--- src/rtl/wb_stage_pkg.sv ---
// Shared core definitions: load funct3 encodings, error flag bit positions,
// and the write-back stage state/context types.
package wb_stage_pkg;

    // Load width/sign codes (funct3 field of RV32I loads)
    localparam logic [2:0] Funct3Lb  = 3'b000;
    localparam logic [2:0] Funct3Lh  = 3'b001;
    localparam logic [2:0] Funct3Lw  = 3'b010;
    localparam logic [2:0] Funct3Lbu = 3'b100;
    localparam logic [2:0] Funct3Lhu = 3'b101;

    // Sticky error flag bit positions
    localparam int unsigned ErrMisaligned  = 0;
    localparam int unsigned ErrUnsolicited = 1;
    localparam int unsigned ErrTimeout     = 2;
    localparam int unsigned ErrWidth       = 3;

    typedef enum logic {
        StIdle,
        StWaitMem
    } wb_state_e;

    // Fields of an accepted load that are needed when its response arrives
    typedef struct packed {
        logic       wb_en;
        logic [4:0] rd;
        logic [2:0] funct3;
        logic [1:0] addr_lo;
    } load_ctx_t;

endpackage

--- src/rtl/load_align.sv ---
// Load formatter: extracts the addressed byte/half/word from a raw memory
// word, applies sign or zero extension and reports misalignment.
module load_align
    import wb_stage_pkg::*;
(
    input  logic [31:0] word,
    input  logic [2:0]  funct3,
    input  logic [1:0]  addr_lo,
    output logic [31:0] data,
    output logic        misaligned
);

    logic [7:0]  byte_sel;
    logic [15:0] half_sel;

    // Lane selection by low address bits
    always_comb begin
        byte_sel = word[7:0];
        case (addr_lo)
            2'd0: byte_sel = word[7:0];
            2'd1: byte_sel = word[15:8];
            2'd2: byte_sel = word[23:16];
            2'd3: byte_sel = word[31:24];
            default: byte_sel = word[7:0];
        endcase
        half_sel = addr_lo[1] ? word[31:16] : word[15:0];
    end

    // Extension and alignment check; unlisted codes behave as a full word
    always_comb begin
        data       = word;
        misaligned = 1'b0;
        case (funct3)
            Funct3Lb:  data = {{24{byte_sel[7]}}, byte_sel};
            Funct3Lbu: data = {24'h000000, byte_sel};
            Funct3Lh: begin
                data       = {{16{half_sel[15]}}, half_sel};
                misaligned = addr_lo[0];
            end
            Funct3Lhu: begin
                data       = {16'h0000, half_sel};
                misaligned = addr_lo[0];
            end
            default: begin
                data       = word;
                misaligned = (addr_lo != 2'b00);
            end
        endcase
    end

endmodule

--- src/rtl/wb_stage.sv ---
// Write-back stage: retires ALU results immediately, holds loads until the
// data memory responds (or times out), formats load data and drives the
// register file write port. Errors are reported in sticky flags.
module wb_stage
    import wb_stage_pkg::*;
#(
    parameter int unsigned TIMEOUT_CYCLES = 255
) (
    input  logic                clk,
    input  logic                rst_n,
    input  logic                ex_valid,
    output logic                ex_ready,
    input  logic                ex_wb_en,
    input  logic                ex_is_load,
    input  logic [4:0]          ex_rd_addr,
    input  logic [31:0]         ex_result,
    input  logic [2:0]          ex_funct3,
    input  logic [1:0]          ex_addr_lo,
    input  logic                mem_rsp_valid,
    output logic                mem_rsp_ready,
    input  logic [31:0]         mem_rsp_data,
    output logic                regs_w_en,
    output logic [4:0]          rd_addr,
    output logic [31:0]         rd_data,
    output logic [ErrWidth-1:0] err_flags
);

    localparam logic [7:0] TimeoutLimit = 8'(TIMEOUT_CYCLES);

    wb_state_e  state_q;
    load_ctx_t  ld_ctx_q;
    logic [7:0] wait_cnt_q;
    logic [7:0] wait_inc;
    logic [31:0] fmt_data;
    logic        fmt_misaligned;

    load_align u_load_align (
        .word       (mem_rsp_data),
        .funct3     (ld_ctx_q.funct3),
        .addr_lo    (ld_ctx_q.addr_lo),
        .data       (fmt_data),
        .misaligned (fmt_misaligned)
    );

    assign ex_ready      = (state_q == StIdle);
    assign mem_rsp_ready = (state_q == StWaitMem);

    // Saturating increment of the response wait counter
    assign wait_inc = (wait_cnt_q == 8'hFF) ? wait_cnt_q : wait_cnt_q + 8'd1;

    // FSM with registered write port and sticky error flags
    always_ff @(posedge clk or negedge rst_n) begin
        if (!rst_n) begin
            state_q    <= StIdle;
            ld_ctx_q   <= '0;
            wait_cnt_q <= 8'd0;
            regs_w_en  <= 1'b0;
            rd_addr    <= 5'd0;
            rd_data    <= 32'd0;
            err_flags  <= '0;
        end else begin
            // Write strobe is a single-cycle pulse
            regs_w_en <= 1'b0;
            case (state_q)
                StIdle: begin
                    if (mem_rsp_valid) begin
                        err_flags[ErrUnsolicited] <= 1'b1;
                    end
                    if (ex_valid) begin
                        if (ex_is_load) begin
                            ld_ctx_q.wb_en   <= ex_wb_en;
                            ld_ctx_q.rd      <= ex_rd_addr;
                            ld_ctx_q.funct3  <= ex_funct3;
                            ld_ctx_q.addr_lo <= ex_addr_lo;
                            wait_cnt_q       <= 8'd0;
                            state_q          <= StWaitMem;
                        end else if (ex_wb_en && (ex_rd_addr != 5'd0)) begin
                            // rd_addr/rd_data only move when a write happens
                            regs_w_en <= 1'b1;
                            rd_addr   <= ex_rd_addr;
                            rd_data   <= ex_result;
                        end
                    end
                end
                StWaitMem: begin
                    if (mem_rsp_valid) begin
                        // A response wins over a timeout landing in the same cycle
                        state_q <= StIdle;
                        if (fmt_misaligned) begin
                            err_flags[ErrMisaligned] <= 1'b1;
                        end else if (ld_ctx_q.wb_en && (ld_ctx_q.rd != 5'd0)) begin
                            regs_w_en <= 1'b1;
                            rd_addr   <= ld_ctx_q.rd;
                            rd_data   <= fmt_data;
                        end
                    end else begin
                        wait_cnt_q <= wait_inc;
                        if (wait_inc >= TimeoutLimit) begin
                            err_flags[ErrTimeout] <= 1'b1;
                            state_q               <= StIdle;
                        end
                    end
                end
                default: state_q <= StIdle;
            endcase
        end
    end

endmodule

--- config.mk ---
export PLATFORM = sky130hd
export DESIGN_NAME = wb_stage
export DESIGN_NICKNAME = d
export VERILOG_FILES = /design/src/rtl/wb_stage_pkg.sv /design/src/rtl/load_align.sv /design/src/rtl/wb_stage.sv
export SDC_FILE = /design/constraint.sdc
export NUM_CORES = 1
export LEC_CHECK = 0
export CORE_MARGIN = 2
export CORE_UTILIZATION = 33
export DETAILED_ROUTE_END_ITERATION = 16
export PLACE_DENSITY_LB_ADDON = 0.1
export SLEW_MARGIN = 10
export SYNTH_ARGS = -nofsm -noshare
export SYNTH_HDL_FRONTEND = slang
export SYNTH_SLANG_ARGS = --single-unit
--- constraint.sdc ---
create_clock -name clk -period 2.4 [get_ports clk]
set_clock_uncertainty 0.15 [all_clocks]
set_input_delay 0.48 -clock clk [delete_from_list [all_inputs] [get_ports clk]]
set_output_delay 0.48 -clock clk [all_outputs]
set_load 0.02 [all_outputs]
## Word level (Yosys, flattened, before mapping)

Index checks and enable logic that the tools add are counted.

| word-level totals | value |
|---|---|
| bits of input ports | 80 |
| register bits | 61 |
| word-level logic and storage cells | 81 |

| operators by class | value |
|---|---|
| magnitude comparators | 1 |
| reductions and logical operators | 15 |
| mux-type cells | 35 |
| bitwise gates (word level) | 2 |
| $add $sub $neg | 1 |
| eq/ne operators | 15 |

Operators by type and width:

| kind | number |
|---|---|
| 2-to-1 mux 32 bit | 6 |
| case mux 32 bit (4 select lines) | 1 |
| case mux 32 bit (2 select lines) | 1 |
| 2-to-1 mux 8 bit | 4 |
| case mux 8 bit (4 select lines) | 1 |
| 2-to-1 mux 5 bit | 6 |
| 2-to-1 mux 16 bit | 1 |
| case mux 8 bit (2 select lines) | 1 |
| AND reduction 3 bit | 4 |
| 2-to-1 mux 1 bit | 10 |
| != test 2 bit, second input constant | 5 |
| case mux 5 bit (2 select lines) | 1 |
| nonzero test 5 bit | 2 |
| adder 8 x 1 -> 8 bit, second input constant | 1 |
| equality test 8 bit, second input constant | 1 |
| greater-or-equal comparator 8 bit, second input constant | 1 |
| equality test 3 bit, second input constant | 2 |
| != test 2 x 1 -> 1 bit, second input constant | 3 |
| case mux 1 bit (2 select lines) | 3 |
| AND reduction 6 bit | 1 |
| equality test 2 bit, second input constant | 2 |
| OR reduction 2 bit | 2 |
| equality test 3 x 1 -> 1 bit, second input constant | 1 |
| zero test 3 bit | 1 |
| other kinds (6) | 8 |

## Longest topological paths before layout

| depth | value |
|---|---|
| depth after elaboration | 7 |
| mapped depth | 7 |
| gate-level depth less buffers | 5 |

## Hierarchy

From an unflattened synthesis, not the netlist that was laid out.

| unflattened totals | value |
|---|---|
| cell total of the unflattened synthesis | 371 |
| area, all modules | 3907.5 sq um |

By module, submodules not included:

| module | area an instance (sq um) | cells each | instances | seq. area each (sq um) |
|---|---|---|---|---|
| wb_stage | 3034.2 | 244 | 1 | 1526.5 |
| load_align | 873.3 | 127 | 1 | 0.0 |

## Worst setup path after synthesis

OpenSTA, ideal clock, no wires.

| path | value |
|---|---|
| kind | flip-flop to flip-flop |
| from | register state_q, in the netlist mem_rsp_ready |
| to | register rd_data[28] |
| slack | 318 ps |
| stages on the path, launching flop included | 8 |
| period minus slack after synthesis | 2082 ps |
| data required time | 2125 ps |
| buffers on the path | 3 |
| arrival | 1807 ps |
| cells stage by stage | dfrtp_1 > buf_2 > nand4bb_1 > a21oi_2 > a21o_1 > buf_4 > buf_4 > mux2_2 |

| between the ends | value |
|---|---|
| longest elaborated chain between the ends | 3 |
| elaborated cells on any way between the ends | 9 |
| classes of those cells | eq/ne: 6; mux: 1; bitwise: 1; reduce/logical: 1 |

Ends and longest elaborated chain:

| what | line | source |
|---|---|---|
| start: declaration | wb_stage.sv:30 | `wb_state_e state_q;` |
| start signal: assignment | wb_stage.sv:54 | `state_q <= StIdle;` |
| start signal: assignment | wb_stage.sv:76 | `state_q <= StWaitMem;` |
| start signal: assignment | wb_stage.sv:88 | `state_q <= StIdle;` |
| NOT 1 bit (no source line) | - |  |
| != test 2 x 1 -> 1 bit (no source line) / != test 2 bit (equally long branches) | - |  |
| AND reduction 6 bit (no source line) | - |  |
| end signal: assignment | wb_stage.sv:81 | `rd_data <= ex_result;` |
| end signal: assignment | wb_stage.sv:94 | `rd_data <= fmt_data;` |
| end: declaration | wb_stage.sv:24 | `output logic [31:0] rd_data,` |

Parallel ways exist; a longest one is shown, timed or not.
A chain may end at the register's enable or synchronous reset.

## Worst setup path in the final report

| path | value |
|---|---|
| from | register state_q, in the netlist mem_rsp_ready |
| to | output port ex_ready |

| between the ends | value |
|---|---|
| longest elaborated chain between the ends | 1 |

Ends and longest elaborated chain:

| what | line | source |
|---|---|---|
| NOT 1 bit (no source line) | - |  |
| end: declaration | wb_stage.sv:12 | `output logic ex_ready,` |

Every way passes these cells.

==> results list <==
* Cell type with the highest aggregate area in the netlist: sky130_fd_sc_hd__dfrtp_1
- After legalization and detailed placement, the total HPWL measured 8.24 mm.
- The most used flip-flop cell after synthesis is sky130_fd_sc_hd__dfrtp_1.
- Internal Dissipation: between 0.002 and 0.003 W
- Overall power: ~0.0047 W
- Setup repair after global routing left no endpoint under its margin.
- Number of diodes: 0
- Proportion of layout cells with a drive suffix above 1: 0.163
* Gr busiest metal: met2
- Headroom to the max-slew limit came out at 0.540.
- DR DRC count: 0
* Layout overhead on the synthesized area: 47.1%
- During I/O placement, the number of pins put on the boundary was roughly 120.
- Total detailed-routing wirelength: approximately 11 mm
* Number of buffers on the longest clock path: 2
- Routability Congestion: just over 0.8
* Post-Syn Area per Cell: ~10 um^2
- Number of buffers added on ports: 122
- The worst setup path is captured at a primary output.
- Clock network power share: 0.198
- The mapped netlist covers ~0.0035 mm^2.
- The number of antenna violations at the first check in global routing came to 0.
* Share of total power consumed by net switching: 0.367
* Post-layout minimum cycle time: approximately 2.2 ns
- The share of total power dissipated in combinational logic is 0.455.
* Register-to-register path setup slack: around 0.30 ns
* Number of placement rows: 37
- Antenna Nets Post-Route: 0
* Num Clock Sinks: 61
- Status: completed
- After synthesis, the netlist uses 40 different library cells.
- Data required, critical path: 1.77 ns
- Utilization after layout: 0.500
- In this run the worst hold path is classified as input port to asynchronous set/reset pin.
* Worst-case vdd ir drop: 547 uV
* Post-Synthesis Net Count: 444
- For this run, global-route usage on met1 was measured as 0.291.
- Max Slew Vio Count: 0
- The die covers around 0.012 mm^2.
- After synthesis, the cell types taking the most area are sky130_fd_sc_hd__dfrtp_1 (43%), sky130_fd_sc_hd__mux2_2 (11%), sky130_fd_sc_hd__a31oi_1 (5.7%).
* Post-detailed-route wirelength per cell: approximately 17 um
- For this run the aggregate overflow at the end of global routing stands at 0.
- Avg Vias per Cell: ~5.3
- Relative contribution of sequential cells to total power: 0.347
* Die Span X: 107 um
* Clock insertion delay at the later pin of the skew report: between 0.3 and 0.4 ns
- In the finished design, the share of the clock period the worst path needs comes to 0.925.
* Fill cell count: 998
* Cts repair resizes: 0
- For met2 alone, demand over resource in global routing was 0.298.
- For this design the static power due to leakage is about 2.2 nW.
- Hold Buf Count CTS: 0
- TritonCTS clock tree: built
* Worst EP arrival: 1.59 ns
* Power density over the cells: about 900 mW/mm^2
- Count of final setup violators: 0
* Worst hold-check slack: 0.0292 ns
* Final cell area excluding filler cells: approximately 0.0052 mm^2
- Number of nets at the end of the flow: ~570
- For this run, the register share of the synthesized area comes to 0.433.
- Summed over all nets, the switching power comes to roughly 0.0017 W.
- Highest attainable clock frequency: 450 MHz
* Async SR Flop Fraction: 1.00
- The first detailed-routing pass took 4 iterations.
* Largest net degree at the start of global routing: 37
- Across the run, the number of max-cap violations was 0.
* # H-tree levels: 3
- Number of hold violations in the final report: 0
- Number of storage elements in the synthesis netlist: 61
- In the global route stage, met3 resource usage came out at 0.0351.
- The worst setup path is launched from a flip-flop.
- In the global route stage, overall resource usage came out at 0.197.
* Area after detailed placement: ~0.005 mm^2
* Number of vias after detailed routing: approximately 3,300
- For this run, the number of Yosys warnings is 0.
- The floorplan step set the die height to between 100 and 150 um.
- The number of clock buffers added by TritonCTS is 9.
* Worst-path clk slew: ~0.080 ns
- Number of global-route vias before repair: around 3,400
- CP max FO: 9
- Core Box Area: slightly above 0.01 mm^2
- Worst setup path category: flip-flop to primary output
* Number of cells produced by synthesis: approximately 360
* Area share of the largest cell type after synthesis: 0.433
- The first global-routing pass estimated around 18 mm of wire.
* Setup TNS Final: 0 ns
- Number of DRC markers in iteration 0: 130
- Starting density of the core: 0.340
- Clock root buffer master: sky130_fd_sc_hd__clkbuf_8
- Buffers added to address setup during post-CTS repair amount to 0.
- Worst slew pin tran: approximately 0.69 ns
- Yosys mapped a number of flops with a built-in enable equal to 0.
[flip-flops by register name, summed over array words and instances, names as in the netlist]
register / flops
wait_cnt_q: 8
rd_data: 32
err_flags: 3
ld_ctx_q: 11
regs_w_en: 1
rd_addr: 5
mem_rsp_ready: 1
[power groups by stage]
stage               Combinational, W  Clock, W  Sequential, W
floorplan                   0.000753         0        0.00198
global placement             0.00213         0        0.00165
detailed placement           0.00215         0        0.00165
CTS                          0.00216  0.000953        0.00164
global route                 0.00230  0.000996        0.00169
finish                       0.00214  0.000933        0.00164
[Yosys cell counts (all sizes together) (2+ instances only)]
master	number
mux2i	10
nand2b	2
dfrtp	61
nor3	4
nor2	18
and3	11
a21o	5
mux2	35
a211oi	10
nand3	7
clkbuf	17
and4b	3
inv	4
a21oi	8
a22oi	17
and3b	7
buf	9
o21ai	33
nand2	42
and2	4
nor2b	11
a31oi	32
and4	2
[layout by cell type (no fill, tap or decap), types with 7 or more instances in the layout]
cell	count
sky130_fd_sc_hd__a211oi_1	10
sky130_fd_sc_hd__a22oi_1	17
sky130_fd_sc_hd__a31oi_1	32
sky130_fd_sc_hd__and3_1	11
sky130_fd_sc_hd__and3b_1	7
sky130_fd_sc_hd__buf_4	20
sky130_fd_sc_hd__clkbuf_8	9
sky130_fd_sc_hd__clkdlybuf4s50_1	121
sky130_fd_sc_hd__dfrtp_1	61
sky130_fd_sc_hd__mux2_2	35
sky130_fd_sc_hd__mux2i_1	10
sky130_fd_sc_hd__nand2_1	42
sky130_fd_sc_hd__nand3_1	7
sky130_fd_sc_hd__nor2_1	18
sky130_fd_sc_hd__nor2b_1	11
sky130_fd_sc_hd__o21ai_0	22
sky130_fd_sc_hd__o21ai_1	10
[stage by stage]
stage	worst slack [ns]	instances
floorplan	0.318	363
global placement	-0.00712	618
detailed placement	-0.0498	618
CTS	0.144	634
global route	0.107	634
finish	0.180	634
[critical path: stages, from the launching register on]
cell and delay [ns]:
sky130_fd_sc_hd__dfrtp_1 0.49, sky130_fd_sc_hd__inv_1 0.12, sky130_fd_sc_hd__clkdlybuf4s50_1 0.64
[layout make-up]
cell class	instances	area, um^2	area share
Multi-Input combinational cell	272	1850	0.357
Sequential cell	61	1530	0.294
Timing Repair Buffer	145	1430	0.275
Tap cell	136	170	0.0328
Clock buffer	9	124	0.0239
Clock inverter	7	73.8	0.0142
Inverter	4	15.0	0.00290
[routing by layer]
layer	wire, um	part of all wire	vias to the layer above
li1	-	-	1612
met1	5470	0.50	1626
met2	4880	0.44	92
met3	557	0.051	10
met4	92	0.0084	0
met5	0	0	-
[kinds of logic after synthesis]
family	synth area share
muxes	0.147
xor gates and xnor gates	0.00249
and+or+nand+nor	0.167
adders and majority gates	0.00355
DFF	0.433
AOI/OAI and AO/OA	0.206
buffers and inverters	0.0419
[path summary, 6_finish.rpt]
check | cells after the start | startpoint | to
max in group asynchronous | 2 | rst_n | rd_data[23]
min in group clk | 1 | err_flags[1] | err_flags[1]
setup / recovery | 2 | mem_rsp_ready | ex_ready
hold reg to reg | 1 | err_flags[1] | err_flags[1]
setup reg to reg | 5 | ld_ctx_q[1] | rd_data[11]
hold / removal | 1 | rst_n | wait_cnt_q[6]
Note: power is estimated with default switching activity, not from simulation.
==> variant (same flow settings) <==
Make the reset (`rst_n`) synchronous in one clocked block.
--- a/src/rtl/wb_stage.sv
+++ b/src/rtl/wb_stage.sv
@@ -50,5 +50,5 @@
 
     // FSM with registered write port and sticky error flags
-    always_ff @(posedge clk or negedge rst_n) begin
+    always_ff @(posedge clk) begin
         if (!rst_n) begin
             state_q    <= StIdle;
Check against the original RTL: differs if rst_n is asserted again (counterexample within 4 cycles, from zero or initial values and one cycle with rst_n low); with rst_n held inactive, the same outputs for 4 cycles.
==> variant against the original RTL <==
  * Sequential cell count did not move
  * Final area fell by 5.4%
  * Global-route usage is 1.5 points higher
  * Wire length up 0.76%
  * Utilization increased by 2.6 points
  * Count of clock-buffer cells in the layout increased by 2
  * Synthesized area fell by 9.4%
  * Via count grew 8.7%
  * Setup slack better by 7.2 ps
  * Critical path type unchanged
Power is not compared: it rests on default switching activity, and its combinational part moved more than twofold at a synthesized area within 25%.
==> variant: results (changes against the original RTL) <==
stage	metric	value	unit	change
setup_path	reg2reg path depth	6		was 5
synthesis	Commonest cells post-synth	dfxtp_1, nand2_1, a21oi_1		was dfrtp_1, nand2_1, mux2_2
power	Leak	1.802	nW	
clocking	htree depth	3		unchanged
synthesis	sequential share of the synthesized area	38.26	%	was 43.31%
grt	Total GRT Usage	21.21	%	was 19.75%
clocking	Clock Path Buffers	2		unchanged
placement	port bufs	122		unchanged
hold_path	Worst Hold Endpoint	ld_ctx_q[10]		
routing	first-pass iteration count of the detailed router	5		was 4
synthesis	synth top area cells	dfxtp_1, a21oi_1, nand2_1		was dfrtp_1, mux2_2, a31oi_1
grt	first-pass GRT wire length	17180	um	was 17770 um
status	status	finished clean		unchanged
routing	WL met2	5119	um	was 4883 um
final_layout	antenna cell count	0		unchanged
routing	Routed WL per cell	16.56	um	was 17.36 um
final_layout	Largest regs	rd_data (32), ld_ctx_q (11), wait_cnt_q (8)		unchanged
placement	dpl hpwl	8209	um	was 8239 um
routing	highest routed layer	met4		unchanged
synthesis	Post-synth EDFFs	0		unchanged
setup_path	Max Fanout on Critical Path	9		unchanged
sta	max_slew headroom	63.53	%	was 54.04%
synthesis	Yosys cell types	50		was 40
grt	initial antenna violation count	0		unchanged
synthesis	Gate Count Post-Synth	407		was 363
setup_path	Critical Path AT	1580	ps	
grt	largest net degree at the start of global routing	35		was 37
placement	Placer Congestion	0.8705		was 0.8068
routing	Iter 0 DRT Violations	142		was 130
synthesis	Mapped Nets	488		was 444
hold_path	HP Class	register to register		was input port to asynchronous set/reset pin
final_layout	Layout Nets	618		was 574
clocking	worst skew pair latency	340	ps	about the same
grt	vias in the first global route	3524		was 3371
routing	routed wl met3	797	um	was 557 um
setup_path	Reg2Reg Launch Point	wait_cnt_q[1]		was ld_ctx_q[1]
clocking	Reg clk slew, reported paths	70	ps	
placement	dpl cells	655		was 618
routing	vias per cell	5.419		was 5.268
hold_path	Worst Hold Launch	ld_ctx_q[10]		
clocking	Setup Buffers After CTS	0		unchanged
power	IR drop worst, VDD	0.0003674	V	
setup_path	Reg-to-Reg End	wait_cnt_q[3]		was rd_data[11]
setup_path	reg-to-reg setup timing slack	280	ps	was 300 ps
synthesis	warnings from Yosys	0		unchanged
final_layout	# fillers	911		was 998
routing	Met1 Wirelength	4893	um	was 5474 um
clocking	Num CTS Buffers	9		unchanged
hold_path	Worst Hold Path Cells	2		
final_layout	share of cells above drive strength 1	9.982	%	was 16.27%
routing	Post-Route WL	11090	um	was 11010 um
synthesis	Async S/R FF share, synth	0	%	was 100.0%
clocking	clk root buf	clkbuf_8		unchanged
[variant: cell count changes after synthesis, sizes merged, moves of 10 or more]
| cell | before | now |
|---|---|---|
| dfrtp | 61 | 0 |
| dfxtp | 0 | 61 |
| a21oi | 8 | 51 |
| mux2 | 35 | 0 |
| nand2 | 42 | 61 |
| a31oi | 32 | 16 |
| clkbuf | 17 | 27 |
[variant: metal layers]
| layer | global-route usage [%] | vias up |
|---|---|---|
| li1 | - | 1778 |
| met4 | 8.615 | 0 |
| met3 | 4.856 | 22 |
| met5 | 0 | - |
| met1 | 26.77 | 1686 |
| met2 | 35.02 | 145 |
[variant: how the worst max path moves through the flow]
stage | startpoint | endpoint | slack, ps | cells after the start
finish | mem_rsp_ready | ex_ready | 190 | 2
CTS | mem_rsp_ready | ex_ready | 8 | 2
global route | wait_cnt_q[1] | err_flags[2] | 30 | 6
floorplan | ex_rd_addr[0] | rd_data[10] | 490 | 6
detailed placement | ex_rd_addr[0] | rd_data[0] | -130 | 7
global placement | ex_rd_addr[0] | rd_data[2] | -90 | 7
[variant: repair_timing]
action	4_1_cts	5_1_grt
hold endpoints to repair	0	0
gates resized for setup	0	1
setup endpoints to repair	0	1
[variant: stage by stage]
step,hold WS [ps],instance area (um2),setup slack [ps],total power [W]
2_1_floorplan,286.6,3192,488.4,0.001336
3_3_place_gp,292.8,4657,-87.49,0.001629
3_5_place_dp,298.7,4657,-128.6,0.001632
4_1_cts,307.6,4903,8.223,0.002795
5_1_grt,346.6,4905,28.81,0.002878
6_report,308.2,4905,186.9,0.002776
[variant: kinds of logic after synthesis]
group | count (synthesis) | share of synthesized area (%)
compound gates | 161 | 32.42
xor+xnor | 1 | 0.2745
fa+ha+maj | 1 | 0.3919
buf+inv | 41 | 5.919
flops | 61 | 38.26
mux | 7 | 2.587
simple gates | 135 | 20.15
[variant: report_power, final]
group | total [W] | switching (W) | internal [W]
combinational | 0.000529 | 0.000253 | 0.000276
sequential | 0.00108 | 0.0000278 | 0.00106
clock | 0.00116 | 0.000424 | 0.000740
total | 0.00278 | 0.000705 | 0.00207
[variant: critical path: stages (launching register included)]
cell	delay, ps
dfxtp_2	440
clkinv_1	220
clkdlybuf4s50_1	590
[variant: layout make-up]
type	instances	share of cell area (%)
clock inverter	4	1.939
tap	129	3.291
timing repair buffer	154	29.80
multi-input combinational	305	36.51
sequential	61	24.92
clock buffer	11	3.087
inverter	6	0.4592
